===== src/rtl/sseg_bcd_encoder_if.sv =====
// Load/result bundle between a value producer and the seven-segment BCD encoder.
interface sseg_bcd_encoder_if #(
  parameter int unsigned BIN_W = 14
);
  logic             load;
  logic [BIN_W-1:0] bin;
  logic [3:0]       dp_sel;
  logic             blank_lz;
  logic             ready;
  logic             busy;
  logic             done;
  logic             overflow;
  logic [7:0]       seg3;
  logic [7:0]       seg2;
  logic [7:0]       seg1;
  logic [7:0]       seg0;

  modport master (
    output load, bin, dp_sel, blank_lz,
    input  ready, busy, done, overflow, seg3, seg2, seg1, seg0
  );

  modport slave (
    input  load, bin, dp_sel, blank_lz,
    output ready, busy, done, overflow, seg3, seg2, seg1, seg0
  );
endinterface


===== src/rtl/sseg_bcd_encoder.sv =====
// Binary-to-4-digit seven-segment encoder: sequential double-dabble conversion,
// then segment encoding with leading-zero blanking, decimal points and overflow dashes.
module sseg_bcd_encoder #(
  parameter int unsigned BIN_W   = 14,
  parameter int unsigned MAX_VAL = 9999
) (
  input  logic                clk,
  input  logic                rst_n,
  sseg_bcd_encoder_if.slave   bus
);

  localparam int unsigned BCD_W = 16;
  localparam int unsigned CNT_W = $clog2(BIN_W + 1);

  typedef enum logic [1:0] {IDLE, CONVERT, ENCODE} state_t;

  state_t             state;
  logic [BIN_W-1:0]   bin_sh;
  logic [BCD_W-1:0]   bcd;
  logic [CNT_W-1:0]   cnt;
  logic [3:0]         dp_r;
  logic               blz_r;
  logic               ovf_r;

  logic [BCD_W-1:0]       bcd_adj;
  logic [BCD_W+BIN_W-1:0] shift_w;
  logic [3:0]             blank;
  logic [7:0]             seg_c [4];

  function automatic logic [6:0] digit_seg(input logic [3:0] d);
    logic [6:0] s;
    case (d)
      4'd0:    s = 7'h3F;
      4'd1:    s = 7'h06;
      4'd2:    s = 7'h5B;
      4'd3:    s = 7'h4F;
      4'd4:    s = 7'h66;
      4'd5:    s = 7'h6D;
      4'd6:    s = 7'h7D;
      4'd7:    s = 7'h07;
      4'd8:    s = 7'h7F;
      4'd9:    s = 7'h6F;
      default: s = 7'h00;
    endcase
    return s;
  endfunction

  // One double-dabble step: add 3 to nibbles >= 5, then shift {bcd,bin} left.
  always_comb begin
    bcd_adj = '0;
    for (int i = 0; i < 4; i++) begin
      if (bcd[4*i +: 4] >= 4'd5) bcd_adj[4*i +: 4] = bcd[4*i +: 4] + 4'd3;
      else                       bcd_adj[4*i +: 4] = bcd[4*i +: 4];
    end
    shift_w = {bcd_adj, bin_sh} << 1;
  end

  // Segment patterns from the finished BCD; a digit blanks only when all higher digits are zero.
  always_comb begin
    blank    = '0;
    blank[3] = blz_r && (bcd[15:12] == 4'd0);
    blank[2] = blank[3] && (bcd[11:8] == 4'd0);
    blank[1] = blank[2] && (bcd[7:4] == 4'd0);
    for (int k = 0; k < 4; k++) begin
      seg_c[k] = 8'h00;
      if (ovf_r)         seg_c[k] = {dp_r[k], 7'h40};
      else if (blank[k]) seg_c[k] = {dp_r[k], 7'h00};
      else               seg_c[k] = {dp_r[k], digit_seg(bcd[4*k +: 4])};
    end
  end

  always_ff @(posedge clk or negedge rst_n) begin
    if (!rst_n) begin
      state        <= IDLE;
      bin_sh       <= '0;
      bcd          <= '0;
      cnt          <= '0;
      dp_r         <= '0;
      blz_r        <= 1'b0;
      ovf_r        <= 1'b0;
      bus.ready    <= 1'b1;
      bus.busy     <= 1'b0;
      bus.done     <= 1'b0;
      bus.overflow <= 1'b0;
      bus.seg3     <= 8'h00;
      bus.seg2     <= 8'h00;
      bus.seg1     <= 8'h00;
      bus.seg0     <= 8'h00;
    end else begin
      bus.done <= 1'b0;
      case (state)
        IDLE: begin
          if (bus.load) begin
            bin_sh    <= bus.bin;
            dp_r      <= bus.dp_sel;
            blz_r     <= bus.blank_lz;
            ovf_r     <= bus.bin > BIN_W'(MAX_VAL);
            bcd       <= '0;
            cnt       <= '0;
            bus.ready <= 1'b0;
            bus.busy  <= 1'b1;
            state     <= CONVERT;
          end
        end
        CONVERT: begin
          bcd    <= shift_w[BCD_W+BIN_W-1 -: BCD_W];
          bin_sh <= shift_w[BIN_W-1:0];
          cnt    <= cnt + CNT_W'(1);
          if (cnt == CNT_W'(BIN_W - 1)) state <= ENCODE;
        end
        ENCODE: begin
          bus.seg3     <= seg_c[3];
          bus.seg2     <= seg_c[2];
          bus.seg1     <= seg_c[1];
          bus.seg0     <= seg_c[0];
          bus.overflow <= ovf_r;
          bus.done     <= 1'b1;
          bus.ready    <= 1'b1;
          bus.busy     <= 1'b0;
          state        <= IDLE;
        end
        default: state <= IDLE;
      endcase
    end
  end

endmodule


===== src/flat_wrapper.sv =====
// flat-port wrapper written by rule: the top's interface ports become plain ports
module sseg_bcd_encoder_flat 
#(
  parameter int unsigned BIN_W   = 14,
  parameter int unsigned MAX_VAL = 9999
)
  (clk, rst_n, bus_load, bus_bin, bus_dp_sel, bus_blank_lz, bus_ready, bus_busy, bus_done, bus_overflow, bus_seg3, bus_seg2, bus_seg1, bus_seg0);
  sseg_bcd_encoder_if #(.BIN_W(BIN_W)) bus_i ();
  input  logic clk;
  input  logic rst_n;
  input wire logic [$bits(bus_i.load)-1:0] bus_load;
  input wire logic [$bits(bus_i.bin)-1:0] bus_bin;
  input wire logic [$bits(bus_i.dp_sel)-1:0] bus_dp_sel;
  input wire logic [$bits(bus_i.blank_lz)-1:0] bus_blank_lz;
  output wire logic [$bits(bus_i.ready)-1:0] bus_ready;
  output wire logic [$bits(bus_i.busy)-1:0] bus_busy;
  output wire logic [$bits(bus_i.done)-1:0] bus_done;
  output wire logic [$bits(bus_i.overflow)-1:0] bus_overflow;
  output wire logic [$bits(bus_i.seg3)-1:0] bus_seg3;
  output wire logic [$bits(bus_i.seg2)-1:0] bus_seg2;
  output wire logic [$bits(bus_i.seg1)-1:0] bus_seg1;
  output wire logic [$bits(bus_i.seg0)-1:0] bus_seg0;
  assign bus_i.load = bus_load;
  assign bus_i.bin = bus_bin;
  assign bus_i.dp_sel = bus_dp_sel;
  assign bus_i.blank_lz = bus_blank_lz;
  assign bus_ready = bus_i.ready;
  assign bus_busy = bus_i.busy;
  assign bus_done = bus_i.done;
  assign bus_overflow = bus_i.overflow;
  assign bus_seg3 = bus_i.seg3;
  assign bus_seg2 = bus_i.seg2;
  assign bus_seg1 = bus_i.seg1;
  assign bus_seg0 = bus_i.seg0;
  sseg_bcd_encoder #(.BIN_W(BIN_W), .MAX_VAL(MAX_VAL)) u_core (.clk(clk), .rst_n(rst_n), .bus(bus_i));
endmodule

===== config.mk =====
export PLATFORM = sky130hd
export DESIGN_NAME = sseg_bcd_encoder_flat
export DESIGN_NICKNAME = d
export VERILOG_FILES = /design/src/rtl/sseg_bcd_encoder_if.sv /design/src/rtl/sseg_bcd_encoder.sv /design/src/flat_wrapper.sv
export SDC_FILE = /design/constraint.sdc
export NUM_CORES = 1
export LEC_CHECK = 0
export CORE_UTILIZATION = 45
export CTS_BUF_LIST = sky130_fd_sc_hd__clkbuf_2
export CTS_CLUSTER_DIAMETER = 60
export CTS_CLUSTER_SIZE = 10
export DETAILED_ROUTE_END_ITERATION = 8
export GPL_TIMING_DRIVEN = 0
export PLACE_DENSITY_LB_ADDON = 0.15
export SYNTH_ARGS = -nofsm -noshare
export SYNTH_HDL_FRONTEND = slang
export SYNTH_SLANG_ARGS = --single-unit

===== constraint.sdc =====
create_clock -name clk -period 4.76 [get_ports clk]
set_input_delay 0.714 -clock clk [delete_from_list [all_inputs] [get_ports clk]]
set_output_delay 0.714 -clock clk [all_outputs]
set_load 0.05 [all_outputs]

After elaboration in Yosys (flattened, before gate mapping)
Memories as Yosys holds them, arrays and structs flattened.
Index checks and enable logic that the tools add are counted.
{"block": "totals", "input_bits": 22, "word_cells": 72, "memories": 4, "out_inout_bits": 36, "regBits": 78, "romBits": 448}
{"block": "classes", "addsub": 5, "reduce_logical": 13, "mux": 25, "magnitude_cmp": 5, "eq_ne": 5}
{"name": "(no name shown)", "words": 16, "word_bits": 7, "read_ports": 1, "rd_clocked_by_memory_dff": 0, "wr": 0, "line_no": "sseg_bcd_encoder.sv:32", "text": "case (d)"}
{"name": "(no name shown)", "words": 16, "word_bits": 7, "read_ports": 1, "rd_clocked_by_memory_dff": 0, "wr": 0, "line_no": "sseg_bcd_encoder.sv:32"}
{"name": "(no name shown)", "words": 16, "word_bits": 7, "read_ports": 1, "rd_clocked_by_memory_dff": 0, "wr": 0, "line_no": "sseg_bcd_encoder.sv:32"}
{"name": "(no name shown)", "words": 16, "word_bits": 7, "read_ports": 1, "rd_clocked_by_memory_dff": 0, "wr": 0, "line_no": "sseg_bcd_encoder.sv:32"}
{"cell": "$mux 7", "n": 7}
{"cell": "$pmux 16 s2", "n": 1}
{"cell": "$pmux 14 s2", "n": 1}
{"cell": "$ge 4x3->1 const B", "n": 4}
{"cell": "$mux 16", "n": 1}
{"cell": "$mux 4", "n": 4}
{"cell": "$gt 14x14->1 const B", "n": 1}
{"cell": "$mux 14", "n": 1}
{"cell": "$add 4x2->4 const B", "n": 3}
{"cell": "$logic_not 4->1", "n": 3}
{"cell": "$pmux 4 s2", "n": 1}
{"cell": "$reduce_and 2->1", "n": 4}
{"cell": "$add 4x1->4 const B", "n": 1}
{"cell": "$eq 4x4->1 const B", "n": 1}
{"cell": "$mux 2", "n": 2}
{"cell": "$pmux 1 s2", "n": 2}
{"cell": "$pmux 2 s2", "n": 1}
{"cell": "$reduce_bool 2->1", "n": 2}
{"cell": "$add 3x2->3 const B", "n": 1}
{"cell": "$logic_and 1x1->1", "n": 3}
{"cell": "$mux 1", "n": 3}
{"cell": "$mux 3", "n": 1}
{"cell": "$eq 2x1->1 const B", "n": 1}
{"cell": "$eq 2x2->1 const B", "n": 1}
{"cell": "3 further kinds", "n": 3}

Logic depth before layout (Yosys ltp)
{"block": "logic_depth", "word_depth": 6, "depth_mapped": 6, "mapped_depth_nobuf": 6}

Least setup slack after synthesis
No wires, ideal clock.
{"block": "synth_path", "path_type": "register -> register", "startpoint": "reg u_core.bcd[9]", "endpoint": "reg u_core.bcd[10]", "setup_slack_ps": 3147, "arrival_ps": 1530, "required_time_ps": 4677, "stages_incl_launch_ff": 7, "setup_ps": 83, "n_path_buf": 0, "period_less_slack_ps": 1613, "cell_sequence": "dfrtp_1 -> inv_1 -> ha_1 -> nand2b_1 -> a21oi_1 -> mux2_2 -> o21ai_0"}
{"block": "synth_via", "elab_chain_cells": 3, "word_cells_on_any_way": 4, "classes_between": "add/sub: 1; order compare: 1; mux: 2"}
{"item": "start: declaration", "line_no": "sseg_bcd_encoder.sv:19", "text": "logic [BCD_W-1:0] bcd;"}
{"item": "start signal: assignment", "line_no": "sseg_bcd_encoder.sv:106", "text": "bcd <= shift_w[BCD_W+BIN_W-1 -: BCD_W];"}
{"item": "$add 4x2->4 / $ge 4x3->1 (equally long branches)", "line_no": "sseg_bcd_encoder.sv:52", "text": "if (bcd[4*i +: 4] >= 4'd5) bcd_adj[4*i +: 4] = bcd[4*i +: 4] + 4'd3;"}
{"item": "$mux 4 (*)", "line_no": "sseg_bcd_encoder.sv:52"}
{"item": "$pmux 16 s2 (*)", "line_no": "sseg_bcd_encoder.sv:91", "text": "case (state)"}
Every way passes the cells marked *; elsewhere a longest branch is shown, timed or not.
A chain may end at the register's enable or synchronous reset.

Final worst setup path
{"block": "layout_path", "startpoint": "reg u_core.bus.ready", "endpoint": "out bus_ready"}
{"item": "start: declaration", "line_no": "sseg_bcd_encoder_if.sv:25", "text": "output ready, busy, done, overflow, seg3, seg2, seg1, seg0"}
{"item": "start signal: assignment", "line_no": "sseg_bcd_encoder.sv:81", "text": "bus.ready <= 1'b1;"}
{"item": "start signal: assignment", "line_no": "sseg_bcd_encoder.sv:100", "text": "bus.ready <= 1'b0;"}
{"item": "start signal: assignment", "line_no": "sseg_bcd_encoder.sv:118", "text": "bus.ready <= 1'b1;"}
{"item": "end: declaration", "line_no": "flat_wrapper.sv:15", "text": "output wire logic [$bits(bus_i.ready)-1:0] bus_ready;"}
No word-level cell between the ends.

==> reports/metrics.csv <==
stage,metric,value,unit
worst_setup_path,crit_path_end_kind,primary output,
final_layout,final_net_count,542,
clock_tree,htreeDepth,3,
final_layout,antennaDiodeCount,0,
floorplanning,placementRows,33,
timing,fin_crit_sh,54.8,%
grt,groute.usage.overall,20.9,%
yosys,synthArstFlopShare,100,%
final_layout,final_common_cell,nand2_1,
clock_tree,worstSkewPairLatency,0.53,ns
timing,grt_setup_unrepaired,no,
flow_run,max_cap_violations,0,
placement,io_buffers,57,
grt,grt_overflow_total,0,
final_layout,syn_to_final_growth,21.1,%
yosys,synth_cell_types,49,
worst_setup_path,crit_chain,clkdlybuf4s50_1,
timing,drv_slew,0,
timing,max_freq,384,MHz
power,powerDensity,735,mW/mm^2
yosys,synthTopCellsByArea,"dfrtp_1 49%, nand2_1 7.4%, ha_1 6.9%",
clock_tree,cts_root_buf,clkbuf_2,
yosys,ys_warn_count,0,
power,ir_worst_vdd,0.292,mV
final_layout,nFillCells,789,
drt,vias,3206,
drt,route.detailed.drc,0,
timing,maxSlewHeadroom,64.7,%
clock_tree,cts_hold_buf,0,
drt,first_iter_violations,176,
timing,finalSetupTns,0,ns
placement,place_congestion,0.880,
clock_tree,cts_sinks,78,
yosys,yosysTopAreaCellShare,48.5,%
yosys,synth_area,0.00397,mm^2
worst_setup_path,worstPathArrival,1.89,ns
worst_setup_path,slowest_stage,clkdlybuf4s50_1,
timing,tightest_slew,0.529,ns
clock_tree,clk_pin_slew,0.23,ns
grt,grt_max_degree,53,
worst_setup_path,critical_path_required,4.05,ns
run_status,status,finished clean,
min_path,hp-class,in2async,
worst_setup_path,critPathLaunchType,flop,
worst_setup_path,cp_max_fo,2,
floorplanning,dieWidth,96.0,um
yosys,ys_seq_area_share,49.2,%
yosys,synth_edf_count,0,
worst_setup_path,crit_path_max_incr_delay,0.80,ns
worst_setup_path,crit_type,reg2out,
timing,min_period,2.61,ns
yosys,ys.flop_type,dfrtp_1,
placement,dp_hpwl,5990,um
floorplanning,core,0.00838,mm^2
clock_tree,cts_resized,0,
timing,skew,0.0271,ns
yosys,netlist_instances,429,
final_layout,final_cell_mix,"78 x nand2_1, 77 x dfrtp_1, 56 x clkdlybuf4s50_1, 51 x o21ai_0, 38 x nor2_1",
drt,ant_nets,0,
floorplanning,io_pins,58,
floorplanning,dieArea,0.00921,mm^2
drt,dr.pass1.iters,5,
grt,antenna_found_initial,0,
drt,postRouteWirelength,8560,um
final_layout,post-route-util,57.4,%
grt,first_global_vias,3012,
power,p_leak,2.21,nW
clock_tree,clk_path_buf_depth,2,
floorplanning,die_h,96.0,um
yosys,syn-num-nets,473,
yosys,syn_avg_cell_area,9.26,um^2
drt,via_per_inst,5.27,
grt,grt_first_pass_wirelength,14600,um
worst_setup_path,crit_family,buffers and inverters,
clock_tree,cts_made_buffers,9,
yosys,synth.ff_latch_count,78,
drt,wire_per_inst,14.1,um
clock_tree,cts_tree,done,
clock_tree,postCtsSetupRepairBufs,0,
worst_setup_path,cp_num_buf_inv,1,
timing,setup_viol,0,
yosys,yosys.area.top_type,dfrtp_1,
final_layout,drive_gt1_share,9.74,%
timing,report.final.hold_viol_count,0,
floorplanning,initial_core_util,47.4,%
[flip-flops by register name (all words and copies together), names as in the netlist, 2 cells and up]
signal and cells:
u_core.bus.seg3 8, u_core.cnt 4, u_core.dp_r 4, u_core.bus.seg0 8, u_core.bin_sh 14, u_core.state 2, u_core.bcd 16, u_core.bus.seg1 8
u_core.bus.seg2 8
[through the flow]
| step | total power, W | hold slack (ns) | std cells | setup slack [ns] | cell area, um^2 |
|---|---|---|---|---|---|
| detailed placement | 0.00320 | 0.454 | 592 | 2.43 | 4700 |
| global route | 0.00383 | 0.0650 | 608 | 2.10 | 4810 |
| finish | 0.00354 | 0.0638 | 608 | 2.15 | 4810 |
| floorplan | 0.00261 | 0.418 | 429 | 3.15 | 3970 |
| global placement | 0.00316 | 0.460 | 591 | 0.179 | 4670 |
| CTS | 0.00356 | 0.0422 | 608 | 2.12 | 4810 |
[path summary, 6_finish.rpt]
| kind | startpoint | endpoint | slack (ns) | cells after the start |
|---|---|---|---|---|
| setup / recovery | u_core.bus.ready | bus_ready | 2.15 | 1 |
| hold / removal | rst_n | u_core.bus.seg0[2] | 0.06 | 1 |
| setup reg to reg | u_core.bcd[9] | u_core.bcd[10] | 2.85 | 6 |
| hold reg to reg | u_core.dp_r[1] | u_core.bus.seg1[7] | 0.50 | 2 |
| max in group asynchronous | rst_n | u_core.bus.ready | 4.06 | 2 |
| min in group clk | u_core.dp_r[1] | u_core.bus.seg1[7] | 0.50 | 2 |
[cells by family (layout without fill, tap and decap cells)]
kind of cell | after synthesis | after routing | synth area share [%]
buffers and inverters | 38 | 112 | 4.85
flip-flops | 78 | 78 | 49.2
AND/OR/NAND/NOR | 179 | 179 | 21.4
adder cells (fa/ha/maj) | 22 | 22 | 6.93
AO/OA/AOI/OAI | 102 | 102 | 15.3
XOR/XNOR | 7 | 7 | 1.54
multiplexers | 3 | 3 | 0.787
[power by group]
part | leakage (nW) | internal, W | total [W] | switching [W]
sequential | 0.943 | 0.000968 | 0.00119 | 0.000224
clock | 0.0656 | 0.000121 | 0.000358 | 0.000237
combinational | 1.20 | 0.000740 | 0.00199 | 0.00125
total | 2.21 | 0.00183 | 0.00354 | 0.00171
[final cells by class]
class                      count  area, um^2  share of cell area (%)
inverter                      15        56.3                    1.17
timing repair buffer          58         596                    12.4
tap                          105         131                    2.73
clock buffer                  10        50.0                    1.04
buffer                        23         136                    2.83
sequential                    78        1950                    40.6
clock inverter                 6        62.6                    1.30
multi-input combinational    313        1830                    38.0
[per-layer routing]
| layer | GRT usage, % | wire length (um) | up-vias |
|---|---|---|---|
| met4 | 8.08 | 129 | 0 |
| li1 | - | - | 1597 |
| met3 | 2.84 | 349 | 9 |
| met2 | 34.0 | 4000 | 77 |
| met1 | 28.3 | 4080 | 1523 |
| met5 | 0 | 0 | - |
[synthesized netlist by cell type (2+ instances only)]
| cell type | instances |
|---|---|
| nand3_1 | 18 |
| o21ai_0 | 51 |
| o31ai_1 | 4 |
| o21bai_1 | 3 |
| dfrtp_1 | 77 |
| clkbuf_1 | 4 |
| buf_2 | 13 |
| inv_1 | 15 |
| ha_1 | 22 |
| nand3_2 | 2 |
| buf_4 | 3 |
| nor2b_1 | 5 |
| a22o_1 | 2 |
| xnor2_1 | 4 |
| o2bb2ai_1 | 2 |
| a22oi_1 | 5 |
| a211oi_1 | 3 |
| buf_6 | 3 |
| xor2_1 | 3 |
| nor2_1 | 38 |
| and3b_1 | 2 |
| o22ai_1 | 7 |
| nor3_1 | 7 |
| a21oi_1 | 16 |
| mux2i_1 | 2 |
| nand2_1 | 78 |
| nand2b_1 | 17 |
| a31oi_1 | 2 |
Power figures use the tool's default switching activity.
